### src/rtl/keypad_emulator_pkg.sv
// keypad_emulator_pkg: shared geometry, key range, FSM encoding and key decode helpers
package keypad_emulator_pkg;
    localparam int NUM_ROWS = 3;
    localparam int NUM_COLS = 3;
    localparam logic [3:0] KEY_MIN = 4'd1;
    localparam logic [3:0] KEY_MAX = 4'd9;
    typedef enum logic [1:0] {IDLE = 2'd0, PRESS = 2'd1, RELEASE = 2'd2} state_t;
    function automatic logic [1:0] key_row(input logic [3:0] code);
        logic [3:0] k;
        k = code - KEY_MIN;
        return 2'(k / 4'd3);
    endfunction
    function automatic logic [1:0] key_col(input logic [3:0] code);
        logic [3:0] k;
        k = code - KEY_MIN;
        return 2'(k % 4'd3);
    endfunction
endpackage

### src/rtl/keypad_emulator_row_sync_edge.sv
// row_sync_edge: 2-flop synchronizer for one active-low row strobe plus rise/fall pulses
// Ports: hwclk, rst (async, active-high) | row_n (async pin) | sync (synchronized level), rise, fall (one-cycle pulses)
module row_sync_edge (
    input  logic hwclk,
    input  logic rst,
    input  logic row_n,
    output logic sync,
    output logic rise,
    output logic fall
);
    logic meta, prev;
    always_ff @(posedge hwclk or posedge rst) begin
        if (rst) begin
            meta <= 1'b1;
            sync <= 1'b1;
            prev <= 1'b1;
        end else begin
            meta <= row_n;
            sync <= meta;
            prev <= sync;
        end
    end
    assign rise = sync & ~prev;
    assign fall = ~sync & prev;
endmodule

### src/rtl/keypad_emulator.sv
// keypad_emulator: responder side of a 3x3 row-scan keypad, pulls the target column low while its row is strobed
// Ports: hwclk, rst (async, active-high) | key_code/key_valid/key_ready press handshake
//        keypad_r1..r3 row strobes in (active-low) | keypad_c1..c3 columns out (active-low)
//        busy (press or release gap running) | err (one-cycle pulse: bad code or timeout)
// Option: KEYPAD_EMU_BOUNCE_EN adds a contact-bounce burst at the start of every press
module keypad_emulator
    import keypad_emulator_pkg::*;
#(
    parameter int HOLD_SCANS     = 3,
    parameter int RELEASE_SCANS  = 2,
    parameter int TIMEOUT_CYCLES = 1000000
`ifdef KEYPAD_EMU_BOUNCE_EN
    ,
    parameter int BOUNCE_CYCLES  = 2000,
    parameter int BOUNCE_TOGGLE  = 250
`endif
) (
    input  logic       hwclk,
    input  logic       rst,
    input  logic [3:0] key_code,
    input  logic       key_valid,
    output logic       key_ready,
    input  logic       keypad_r1,
    input  logic       keypad_r2,
    input  logic       keypad_r3,
    output logic       keypad_c1,
    output logic       keypad_c2,
    output logic       keypad_c3,
    output logic       busy,
    output logic       err
);
    localparam int SCAN_MAX = HOLD_SCANS > RELEASE_SCANS ? HOLD_SCANS : RELEASE_SCANS;
    localparam int SW = $clog2(SCAN_MAX + 1);
    localparam int TW = $clog2(TIMEOUT_CYCLES);
    localparam logic [SW-1:0] HOLD_N = SW'(HOLD_SCANS);
    localparam logic [SW-1:0] REL_N = SW'(RELEASE_SCANS);
    localparam logic [TW-1:0] TO_LAST = TW'(TIMEOUT_CYCLES - 1);

    state_t state, state_n;
    logic [1:0] row_q, col_q;
    logic [SW-1:0] scan_cnt;
    logic [TW-1:0] to_cnt;
    logic [NUM_COLS-1:0] cols;
    logic [NUM_ROWS-1:0] rows_n, sync, rise, fall;
    logic t_low, t_rise, t_fall, accept, code_ok, timeout, drive_en, col_drive;
    logic [3:0] sync_v, rise_v, fall_v;

    assign rows_n = {keypad_r3, keypad_r2, keypad_r1};

    for (genvar i = 0; i < NUM_ROWS; i++) begin : g_row
        row_sync_edge u_sync (
            .hwclk (hwclk),
            .rst   (rst),
            .row_n (rows_n[i]),
            .sync  (sync[i]),
            .rise  (rise[i]),
            .fall  (fall[i])
        );
    end

    // pad to 4 entries so a 2-bit row index never selects out of range
    assign sync_v = {1'b1, sync};
    assign rise_v = {1'b0, rise};
    assign fall_v = {1'b0, fall};
    assign t_low  = ~sync_v[row_q];
    assign t_rise = rise_v[row_q];
    assign t_fall = fall_v[row_q];

    assign key_ready = state == IDLE;
    assign busy      = state != IDLE;
    assign accept    = key_valid & key_ready;
    assign code_ok   = key_code >= KEY_MIN && key_code <= KEY_MAX;
    assign timeout   = state != IDLE && !t_fall && to_cnt == TO_LAST;
    assign {keypad_c3, keypad_c2, keypad_c1} = cols;

    always_comb begin
        state_n = state == IDLE ? (accept && code_ok ? PRESS : IDLE) :
                  timeout ? IDLE :
                  state == PRESS ? (scan_cnt >= HOLD_N && t_rise ? RELEASE : PRESS) :
                  (scan_cnt == REL_N ? IDLE : RELEASE);
    end

    // gate on the next state too, so a timeout or release releases the column on the same edge
    assign col_drive = state == PRESS && state_n == PRESS && drive_en && t_low;

`ifdef KEYPAD_EMU_BOUNCE_EN
    localparam int BW = $clog2(BOUNCE_CYCLES + 1);
    localparam int GW = $clog2(BOUNCE_TOGGLE);
    localparam logic [BW-1:0] BNC_N = BW'(BOUNCE_CYCLES);
    localparam logic [GW-1:0] TOG_LAST = GW'(BOUNCE_TOGGLE - 1);
    logic [BW-1:0] bnc_cnt;
    logic [GW-1:0] tog_cnt;
    logic phase;
    // free-running burst timer from PRESS entry; phase 0 means drive allowed
    always_ff @(posedge hwclk or posedge rst) begin
        if (rst) begin
            bnc_cnt <= '0;
            tog_cnt <= '0;
            phase   <= 1'b0;
        end else if (accept && code_ok) begin
            bnc_cnt <= '0;
            tog_cnt <= '0;
            phase   <= 1'b0;
        end else if (state == PRESS && bnc_cnt != BNC_N) begin
            bnc_cnt <= bnc_cnt + BW'(1);
            tog_cnt <= tog_cnt == TOG_LAST ? '0 : tog_cnt + GW'(1);
            phase   <= phase ^ (tog_cnt == TOG_LAST);
        end
    end
    assign drive_en = bnc_cnt == BNC_N || !phase;
`else
    assign drive_en = 1'b1;
`endif

    always_ff @(posedge hwclk or posedge rst) begin
        if (rst) begin
            state    <= IDLE;
            row_q    <= '0;
            col_q    <= '0;
            scan_cnt <= '0;
            to_cnt   <= '0;
            cols     <= '1;
            err      <= 1'b0;
        end else begin
            state <= state_n;
            err   <= (accept && !code_ok) || timeout;
            cols  <= ~({2'b00, col_drive} << col_q);
            if (accept && code_ok) begin
                row_q    <= key_row(key_code);
                col_q    <= key_col(key_code);
                scan_cnt <= '0;
                to_cnt   <= '0;
            end else if (state_n != state) begin
                scan_cnt <= '0;
                to_cnt   <= '0;
            end else if (state != IDLE) begin
                scan_cnt <= scan_cnt + SW'(t_fall);
                to_cnt   <= t_fall ? '0 : to_cnt + TW'(1);
            end
        end
    end
endmodule

### config.mk
export PLATFORM = sky130hd
export DESIGN_NAME = keypad_emulator
export DESIGN_NICKNAME = d
export VERILOG_FILES = /design/src/rtl/keypad_emulator_pkg.sv /design/src/rtl/keypad_emulator_row_sync_edge.sv /design/src/rtl/keypad_emulator.sv
export SDC_FILE = /design/constraint.sdc
export NUM_CORES = 1
export LEC_CHECK = 0
export ABC_AREA = 1
export CORE_MARGIN = 1
export CORE_UTILIZATION = 48
export DETAILED_ROUTE_END_ITERATION = 8
export GPL_TIMING_DRIVEN = 0
export PLACE_DENSITY = 0.69
export RECOVER_POWER = 50
export SLEW_MARGIN = 20
export SYNTH_ARGS = -nofsm -noshare
export SYNTH_HDL_FRONTEND = slang
export SYNTH_HIERARCHICAL = 1
export SYNTH_SLANG_ARGS = --single-unit
### constraint.sdc
create_clock -name hwclk -period 1.6 [get_ports hwclk]
set_input_delay 0.16 -clock hwclk [delete_from_list [all_inputs] [get_ports hwclk]]
set_output_delay 0.16 -clock hwclk [all_outputs]
set_load 0.05 [all_outputs]
==> impl_metrics.py, run 1 <==
metrics = {
    "critical_path": {
        "start_kind": "register",
        "crit_fanout": 10,
        "crit_chain": "nor2_1 -> nand2_1 -> nand2_2 -> a21oi_2 -> nand3_2 -> nand2_2 -> nand2_2 -> nand3_4 -> buf_12 -> o21ai_2",
        "critical_path.endpoint_type": "register",
        "critPathArrivalTime_ps": 1950,
        "path_common_cell": "nand2_2",
        "cp_data_required_time_ps": 1790,
        "cpPeakStageDelay_ps": 570,
        "cp_slowest_cell": "dfstp_2",
        "path_class": "register to register",
    },
    "yosys": {
        "ys_seq_area_share_pct": 39.3,
        "yosysUniqueCellTypes": 31,
        "ys.warnings.count": 6,
        "avgSynthCellArea_um2": 7.46,
        "synth_fp_nets": 373,
        "synthesis.area_um2": 2650,
        "netlist_instances": 355,
        "ys_seq_elements": 41,
    },
    "global_routing": {
        "grt.total_usage_pct": 21.8,
        "grt_pass1_vias": 2136,
        "grt.overflow.total": 0,
        "antenna_found_initial": 0,
        "grt_first_pass_wirelength_um": 10000,
        "grt_max_degree": 33,
    },
    "die": {
        "coreArea_um2": 5200,
        "die-area_um2": 5820,
        "die-width_um": 76.3,
        "rows": 26,
        "io_pins": 16,
        "start_util_pct": 50.9,
        "die_y_um": 76.3,
    },
    "layout": {
        "layout-drive-gt1-share_pct": 40.0,
        "final_nets": 417,
        "stdcell_count": 470,
        "final_common_cell": "nand2_1",
        "antenna_cells": 0,
        "final_cell_mix": "70 x nand2_1, 38 x inv_1, 31 x nand2_2",
        "post-route-util_pct": 66.2,
        "area_growth_pct": 30.0,
    },
    "power_and_ir_drop": {
        "power_density_nw_per_um2": 1290,
        "comb_power_share_pct": 54.8,
        "ir_worst_vdd_mv": 0.992,
        "clockPowerShare_pct": 15.4,
        "sw_frac_of_total_pct": 43.8,
        "netSwitchingPower_uw": 1950,
        "internal_power_uw": 2500,
        "p_leak_uw": 0.00156,
        "pwr-share-seq_pct": 29.8,
    },
    "flow_run": {
        "cap_violations": 0,
    },
    "status": {
        "failed_checks": "setup timing",
        "outcome": "finished, violations left",
    },
    "sta": {
        "finalHoldViolations": 0,
        "min_period_ps": 1750,
        "drv_slew": 0,
        "rsz0062_at_grt": "yes",
        "fmax_ghz": 0.570,
        "layout_setup_ws_ps": -153,
        "setup_viol": 25,
        "finalCritPeriodShare_pct": 110,
        "hold_ws_ps": 257,
        "fin_skew_ps": 12.0,
        "relSlewSlack_pct": 53.4,
        "max_slew.worst_pin.slew_ps": 698,
    },
    "route": {
        "routed_wl_um": 6090,
        "ant_nets": 0,
        "wl_per_cell_um": 13.0,
        "first_iter_violations": 157,
        "dr.pass1.iters": 4,
        "via_per_inst": 5.15,
        "route.detailed.drc": 0,
        "vias": 2422,
    },
    "placed_design": {
        "io_buffers": 15,
        "gp_congestion": 0.892,
        "dpl.hpwl_um": 4210,
        "dp.cells": 440,
    },
    "clock_network": {
        "cts_tree": "yes",
        "cts_max_level": 2,
        "cts-root-buf": "clkbuf_8",
        "cts_sinks": 41,
        "numCtsBuffers": 5,
        "clk_latency_ps": 300,
        "clock_path_buffers": 2,
        "clkTransAtPathRegs_ps": 80,
    },
    "min_path": {
        "holdCritPathClass": "primary input to register",
    },
}
[synth_stat cells]
cell type,n,area [um2]
nand2_1,99,372
inv_1,50,188
nand3_1,32,160
dfrtp_1,29,726
nor2_1,28,105
o21ai_2,20,175
dfstp_2,12,315
nand4_1,10,62.6
inv_2,9,33.8
ha_1,8,100
o21ai_0,8,40.0
o211ai_1,7,52.6
a21oi_1,5,25.0
nor2_2,4,25.0
nor2_4,4,45.0
buf_2,3,15.0
buf_6,3,33.8
nand2_2,3,18.8
nand3_2,3,30.0
nor3_1,3,15.0
nand2_4,2,22.5
nand3b_1,2,15.0
o21ai_1,2,10.0
or2_2,2,12.5
a21o_1,1,7.51
a21oi_2,1,8.76
and3_1,1,6.26
o21bai_1,1,7.51
o311ai_0,1,8.76
o31ai_1,1,7.51
or2_1,1,6.26
[path summary, 6_finish.rpt]
| path | depth (start not counted) | slack (ps) | start | to |
|---|---|---|---|---|
| max | 10 | -150 | g_row[1].u_sync/sync$_DFF_PP1_ | to_cnt[5]$_DFFE_PP0P_ |
| min | 4 | 260 | key_code[0] | col_q[0]$_DFFE_PP0N_ |
| min reg2reg | 0 | 360 | g_row[2].u_sync/meta$_DFF_PP1_ | g_row[2].u_sync/sync$_DFF_PP1_ |
| max in group asynchronous | 2 | 610 | rst | state[1]$_DFF_PP0_ |
| max reg2reg | 10 | -150 | g_row[1].u_sync/sync$_DFF_PP1_ | to_cnt[5]$_DFFE_PP0P_ |
| min in group asynchronous | 2 | 430 | rst | g_row[2].u_sync/meta$_DFF_PP1_ |
[critical path, delay by kind of cell, from the launching register on]
family                 cells  cell delay, ps
DFF                        1             570
AOI/OAI and AO/OA          2             240
and+or+nand+nor            7             660
buffers and inverters      1             160
[repair_timing]
action                                  CTS  global route
buffers inserted                         14             8
gates cloned                              1             0
pin swaps                                14             8
gates resized for setup                  58            18
hold buffers                              0             0
endpoints found under the setup margin   32            28
[layer usage]
layer	up-vias	part of all wire, %	GRT usage [%]
met5	-	0	0
met4	0	1.4	7.88
met3	8	4.7	3.71
met2	66	48	34.9
met1	1129	45	29.8
li1	1219	-	-
[power groups by stage]
| stage | clock network, uW | registers (uW) | logic (uW) |
|---|---|---|---|
| 5_1_grt | 746 | 1350 | 2630 |
| 6_report | 686 | 1330 | 2440 |
| 4_1_cts | 712 | 1320 | 2290 |
| 2_1_floorplan | 0 | 1370 | 1440 |
| 3_5_place_dp | 0 | 1340 | 1910 |
| 3_3_place_gp | 0 | 1340 | 1890 |
[layout make-up]
| cell class | instances | area [um2] |
|---|---|---|
| repair buffers | 38 | 349 |
| clock buffers | 6 | 72.6 |
| well taps | 70 | 87.6 |
| fillers | 457 | 1760 |
| flip-flops and latches | 41 | 1040 |
| inverters | 59 | 253 |
| clock inverters | 2 | 15.0 |
| multi-input cells | 249 | 1550 |
| plain buffers | 5 | 72.6 |
[state kept, by name, indices dropped and copies added, names as in the netlist, 3 cells and up]
register           flops
cols                   3
g_row.u_sync/sync      3
g_row.u_sync/prev      3
to_cnt                20
g_row.u_sync/meta      3
[stage by stage]
step	power (uW)	setup WS [ps]	setup TNS, ps	area, um2
finish	4450	-153	-3100	3440
global route	4720	-255	-5610	3440
CTS	4320	-151	-3160	3340
detailed placement	3250	-1120	-14110	3030
global placement	3230	-1060	-19110	3030
floorplan	2810	-172	-3830	2790
[cell families after synthesis]
family                   synth area share, %
AND/OR/NAND/NOR                         33.8
AO/OA/AOI/OAI                           12.9
adder cells (fa/ha/maj)                 3.78
buffers and inverters                   10.2
flip-flops                              39.3
Power figures use the tool's default switching activity.
==> inputs of run 2 (changes only) <==
--- a/config.mk
+++ b/config.mk
@@ -6,10 +6,12 @@
 export NUM_CORES = 1
 export LEC_CHECK = 0
 export ABC_AREA = 1
+export CAP_MARGIN = 0
 export CORE_MARGIN = 1
 export CORE_UTILIZATION = 48
 export DETAILED_ROUTE_END_ITERATION = 8
 export GPL_TIMING_DRIVEN = 0
+export MAX_ROUTING_LAYER = met4
 export PLACE_DENSITY = 0.69
 export RECOVER_POWER = 50
 export SLEW_MARGIN = 20
@@ -17,3 +19,4 @@
 export SYNTH_HDL_FRONTEND = slang
 export SYNTH_HIERARCHICAL = 1
 export SYNTH_SLANG_ARGS = --single-unit
+export TNS_END_PERCENT = 50
==> impl_metrics.py, run 2 (same netlist as run 1, synthesis figures left out) <==
metrics = {
    "layout": {
        "multi_input_area_um2": 1530,
        "post-route-util_pct": 64.9,
        "final_cell_mix": "80 x nand2_1, 39 x inv_1, 28 x nand3_1, 28 x dfrtp_1",
        "top_register": "to_cnt",
        "largest_register_ffs": 20,
        "layout-drive-gt1-share_pct": 36.3,
        "regArea_um2": 1040,
        "final_common_cell": "nand2_1",
        "num-fill-cells": 446,
        "area_growth_pct": 27.4,
        "antenna_cells": 0,
        "final_nets": 408,
    },
    "sta": {
        "rsz0062_at_grt": "yes",
        "relSlewSlack_pct": 53.4,
        "fin_skew_ps": 12.8,
        "min_period_ps": 1820,
        "max_slew.worst_pin.slew_ps": 698,
        "setup_viol": 25,
        "finalCritPeriodShare_pct": 114,
        "fmax_ghz": 0.551,
        "drv_slew": 0,
        "finalHoldViolations": 0,
        "layout_setup_ws_ps": -216,
    },
    "clock_network": {
        "clock_path_buffers": 2,
        "numCtsBuffers": 5,
        "cts-root-buf": "clkbuf_8",
        "cts_tree": "yes",
        "cts_sinks": 41,
        "cts_max_level": 2,
        "clkTransAtPathRegs_ps": 80,
        "ctsHoldBuffers": 0,
        "clk_latency_ps": 310,
    },
    "critical_path": {
        "critPathArrivalTime_ps": 2050,
        "crit_fanout": 5,
        "cp_data_required_time_ps": 1840,
        "path_class": "register to register",
        "start_kind": "register",
        "critical_path.endpoint_type": "register",
    },
    "die": {
        "rows": 26,
        "die-area_um2": 5820,
        "start_util_pct": 50.9,
        "die_y_um": 76.3,
        "coreArea_um2": 5200,
        "io_pins": 16,
        "die-width_um": 76.3,
    },
    "route": {
        "dr.pass1.iters": 5,
        "wl_per_cell_um": 13.1,
        "ant_nets": 0,
        "first_iter_violations": 207,
        "route.detailed.drc": 0,
        "routed_wl_um": 6050,
        "vias": 2437,
        "via_per_inst": 5.29,
    },
    "global_routing": {
        "grt_first_pass_wirelength_um": 9980,
        "antenna_found_initial": 0,
        "grt_pass1_vias": 2184,
        "grt.total_usage_pct": 22.3,
        "grt_max_degree": 33,
        "grt.overflow.total": 0,
    },
    "flow_run": {
        "cap_violations": 0,
    },
    "placed_design": {
        "gp_congestion": 0.903,
        "dpl.hpwl_um": 4160,
        "dp_slack_ps": -1100,
        "io_buffers": 15,
    },
    "min_path": {
        "holdCritPathClass": "primary input to register",
    },
    "status": {
        "outcome": "finished, violations left",
        "failed_checks": "setup timing",
    },
    "power_and_ir_drop": {
        "p_leak_uw": 0.00153,
        "power_density_nw_per_um2": 1330,
        "ir_worst_vdd_mv": 0.638,
    },
}
[run 2: changes by cell type in the layout (fill, tap and decap cells not counted), moves of 2 or more]
cell / before / now
buf_4: 21 / 11
ha_2: 0 / 2
nand2_1: 70 / 80
nand2_2: 31 / 21
nor2_1: 22 / 19
nor2_2: 6 / 10
o21ai_1: 0 / 3
o21ai_2: 23 / 21
[run 2: repair_timing]
item	4_1_cts	5_1_grt
gates cloned	1	0
setup endpoints to repair	32	31
pin swaps	11	17
setup buffers	11	2
resized for setup	47	28
[run 2: layout make-up]
class                      count  share of cell area (%)
buffer                         6                    2.22
clock buffer                   7                    3.19
clock inverter                 1                   0.222
inverter                      59                    7.48
multi-input combinational    249                    45.2
sequential                    41                    30.9
tap                           70                    2.59
timing repair buffer          28                    8.26
[run 2: worst paths after layout]
check,cells past startpoint,slack [ps],end,from
worst min-delay path,4,250,col_q[0]$_DFFE_PP0N_,key_code[0]
worst max register to register,14,-220,to_cnt[10]$_DFFE_PP0P_,g_row[1].u_sync/sync$_DFF_PP1_
min in group asynchronous,2,420,g_row[1].u_sync/sync$_DFF_PP1_,rst
worst min register to register,0,360,g_row[2].u_sync/sync$_DFF_PP1_,g_row[2].u_sync/meta$_DFF_PP1_
worst max-delay path,14,-220,to_cnt[10]$_DFFE_PP0P_,g_row[1].u_sync/sync$_DFF_PP1_
max in group asynchronous,2,630,state[1]$_DFF_PP0_,rst
[run 2: layer usage]
| metal | vias up | wire length (um) | global-route usage, % |
|---|---|---|---|
| met5 | - | 0 | - |
| met4 | 0 | 68 | 7.69 |
| met3 | 8 | 283 | 3.59 |
| met2 | 71 | 2860 | 34.8 |
| met1 | 1147 | 2840 | 29.4 |
| li1 | 1211 | - | - |
[run 2: stage by stage]
stage	area [um2]	std cells	total power (uW)	hold slack [ps]	TNS (ps)
after detailed placement	3010	440	3230	348	-13620
after global routing	3380	461	4750	269	-6970
after floorplan	2780	355	2780	93.3	-3780
after global placement	3010	440	3190	347	-19460
after CTS	3310	460	4540	233	-3920
final	3380	461	4490	249	-3220
[run 2: critical path: stages, from the launching register on]
cell	delay (ps)
dfstp_2	580
inv_2	40
nor2_2	90
inv_1	40
nand2_1	60
nand3_2	60
nand2_1	80
nand2_1	60
nand2_2	60
nand3_2	80
nand2_2	90
nand3_4	110
buf_12	150
buf_8	120
o21ai_2	110
[run 2: where the power goes]
part,switching [uW],internal [uW]
Sequential,138,1190
Combinational,1410,916
Clock,391,445
==> inputs of run 3 (changes only) <==
--- a/config.mk
+++ b/config.mk
@@ -5,15 +5,14 @@
 export SDC_FILE = /design/constraint.sdc
 export NUM_CORES = 1
 export LEC_CHECK = 0
-export ABC_AREA = 1
 export CAP_MARGIN = 0
-export CORE_MARGIN = 1
 export CORE_UTILIZATION = 48
 export DETAILED_ROUTE_END_ITERATION = 8
 export GPL_TIMING_DRIVEN = 0
 export MAX_ROUTING_LAYER = met4
-export PLACE_DENSITY = 0.69
+export PLACE_DENSITY = 0.7
 export RECOVER_POWER = 50
+export SKIP_CTS_REPAIR_TIMING = 1
 export SLEW_MARGIN = 20
 export SYNTH_ARGS = -nofsm -noshare
 export SYNTH_HDL_FRONTEND = slang
==> impl_metrics.py, run 3 <==
metrics = {
    "yosys": {
        "yosysUniqueCellTypes": 53,
        "yosys.area.top_type_share_pct": 31.5,
        "avgSynthCellArea_um2": 9.45,
        "ys_seq_area_share_pct": 45.2,
        "synthesis.area_um2": 2300,
        "synth_edf_count": 0,
        "ys.warnings.count": 6,
        "synth_area_leader_cell": "dfrtp_1",
        "synth.top_cells.by_count": "29 x dfrtp_1, 29 x nand2_1, 15 x inv_1, 15 x o21ai_0, 13 x nand3_1",
        "synth_flop_cell": "dfrtp_1",
        "synth.area.top_cells": "dfrtp_1 31%, dfstp_2 14%, nand2_1 4.7%, ha_1 4.3%, o21ai_0 3.3%",
        "async_flop_share_pct": 100,
        "ys_seq_elements": 41,
        "netlist_instances": 244,
        "synth_fp_nets": 262,
    },
    "sta": {
        "fin_skew_ps": 7.18,
        "tns_ps": -13200,
        "max_slew.worst_pin.slew_ps": 676,
        "setup_viol": 32,
        "hold_ws_ps": 253,
        "finalCritPeriodShare_pct": 140,
        "drv_slew": 0,
        "finalHoldViolations": 0,
        "layout_setup_ws_ps": -634,
        "relSlewSlack_pct": 54.9,
        "fmax_ghz": 0.448,
        "min_period_ps": 2230,
        "rsz0062_at_grt": "yes",
    },
    "layout": {
        "fin_area_um2": 3090,
        "top_register": "to_cnt",
        "final_common_cell": "nand2_1",
        "stdcell_count": 340,
        "layout-drive-gt1-share_pct": 37.8,
        "largest_register_ffs": 20,
        "area_growth_pct": 33.9,
        "final_nets": 305,
        "antenna_cells": 0,
        "final_cell_mix": "27 x nand2_1, 26 x dfrtp_1, 19 x buf_4",
        "num-fill-cells": 343,
    },
    "critical_path": {
        "rr_endpoint": "to_cnt[19]$_DFFE_PP0P_",
        "path_class": "register to register",
        "cp_slowest_cell": "dfstp_2",
        "r2r_cells": 7,
        "crit_buf_inv": 1,
        "crit_fanout": 7,
        "start_kind": "register",
        "critPathArrivalTime_ps": 2460,
        "cpPeakStageDelay_ps": 540,
        "cp_data_required_time_ps": 1830,
        "r2r_start": "g_row[2].u_sync/sync$_DFF_PP1_",
        "crit_chain": "and2b_2 -> mux2i_1 -> o22ai_2 -> or3_4 -> buf_8 -> or4_1 -> nand3_1",
        "critical_path.endpoint_type": "register",
        "cp_top_family": "simple AND/OR/NAND/NOR gates",
        "reg2reg_slack_ps": -630,
    },
    "clock_network": {
        "clock_path_buffers": 2,
        "cts-root-buf": "clkbuf_8",
        "numCtsBuffers": 5,
        "cts_tree": "yes",
        "clkTransAtPathRegs_ps": 70,
        "cts_sinks": 41,
        "clk_latency_ps": 290,
        "cts_max_level": 2,
    },
    "status": {
        "outcome": "finished, violations left",
        "failed_checks": "setup timing",
    },
    "die": {
        "die_y_um": 71.3,
        "start_util_pct": 51.5,
        "die-area_um2": 5080,
        "io_pins": 16,
        "die-width_um": 71.3,
        "rows": 24,
        "coreArea_um2": 4470,
    },
    "route": {
        "ant_nets": 0,
        "first_iter_violations": 145,
        "vias": 1934,
        "routed_wl_um": 4960,
        "wl_per_cell_um": 14.6,
        "dr.pass1.iters": 4,
        "via_per_inst": 5.69,
        "route.detailed.drc": 0,
    },
    "min_path": {
        "holdPathStages": 4,
        "hold_end": "col_q[0]$_DFFE_PP0N_",
        "holdCritPathClass": "primary input to register",
        "hold_start": "key_code[0]",
    },
    "power_and_ir_drop": {
        "power_density_nw_per_um2": 1510,
        "p_leak_uw": 0.00136,
        "total_power_uw": 4670,
        "ir_worst_vdd_mv": 0.935,
    },
    "global_routing": {
        "grt.total_usage_pct": 20.5,
        "grt_max_degree": 33,
        "antenna_found_initial": 0,
        "grt.overflow.total": 0,
        "grt_pass1_vias": 1709,
        "grt_first_pass_wirelength_um": 7890,
    },
    "placed_design": {
        "dp.cells": 311,
        "dpl.hpwl_um": 3270,
        "place_area_um2": 2640,
        "gp_congestion": 0.822,
        "io_buffers": 15,
    },
    "flow_run": {
        "cap_violations": 0,
    },
}
==> run 3: cell types whose count changed after synthesis, sizes merged, moves of 6 or more <==
| cell | before | now |
|---|---|---|
| nand2 | 104 | 29 |
| inv | 59 | 15 |
| nor2 | 36 | 9 |
| nand3 | 35 | 13 |
| o21ai | 30 | 15 |
| a31oi | 0 | 11 |
| nor2b | 0 | 6 |
| or3 | 0 | 6 |
==> run 3: cell type report <==
cell class / count / area [um2] / area share, %
Multi-Input combinational cell: 178 / 1380 / 44.5
Sequential cell: 41 / 1040 / 33.8
Timing Repair Buffer: 38 / 362 / 11.7
Clock buffer: 7 / 96.3 / 3.12
Buffer: 8 / 78.8 / 2.55
Tap cell: 52 / 65.1 / 2.11
Inverter: 15 / 60.1 / 1.95
Clock inverter: 1 / 5.00 / 0.162
==> run 3: report_power, final <==
group / internal, uW / switching, uW / total, uW
registers: 1310 / 307 / 1620
clock network: 390 / 341 / 731
logic: 1100 / 1220 / 2320
==> run 3: how the worst max path moves through the flow <==
| stage | endpoint | startpoint | slack [ps] | cells after the start |
|---|---|---|---|---|
| floorplan | col_q[1]$_DFFE_PP0N_ | key_code[1] | -630 | 12 |
| global placement | col_q[1]$_DFFE_PP0N_ | key_code[0] | -1430 | 15 |
| detailed placement | col_q[1]$_DFFE_PP0N_ | key_code[0] | -1460 | 15 |
| CTS | col_q[1]$_DFFE_PP0N_ | key_code[0] | -1140 | 15 |
| global route | to_cnt[19]$_DFFE_PP0P_ | g_row[2].u_sync/sync$_DFF_PP1_ | -700 | 7 |
| finish | to_cnt[19]$_DFFE_PP0P_ | g_row[2].u_sync/sync$_DFF_PP1_ | -630 | 7 |
==> run 3: cells by family (layout without fill, tap and decap cells) <==
kind of cell	after synthesis	in the layout	synth area share (%)
and+or+nand+nor	105	105	26.0
AOI/OAI and AO/OA	55	55	15.5
DFF	41	41	45.2
buffers and inverters	25	69	4.89
adders and majority gates	8	8	4.34
xor gates and xnor gates	5	5	1.90
muxes	5	5	2.23
==> run 3: worst register-to-register path: cells and delay by family, from the launching register on <==
| kind | cells | cell delay [ps] |
|---|---|---|
| and+or+nand+nor | 4 | 1160 |
| DFF | 1 | 540 |
| muxes | 1 | 180 |
| AOI/OAI and AO/OA | 1 | 170 |
| buffers and inverters | 1 | 140 |
==> run 3: through the flow <==
stage	worst slack [ps]	util, %
3_5_place_dp	-1460	58.9
5_1_grt	-703	69.0
2_1_floorplan	-625	-
3_3_place_gp	-1430	58.9
6_report	-634	69.0
4_1_cts	-1140	61.2
==> run 3: layer usage <==
layer	global-route usage (%)	vias up	routed length [um]	share of wire [%]
li1	-	969	-	-
met1	25.8	922	2260	46
met2	33.7	38	2480	50
met3	3.94	5	179	3.6
met4	6.44	0	44	0.89
met5	-	-	0	0
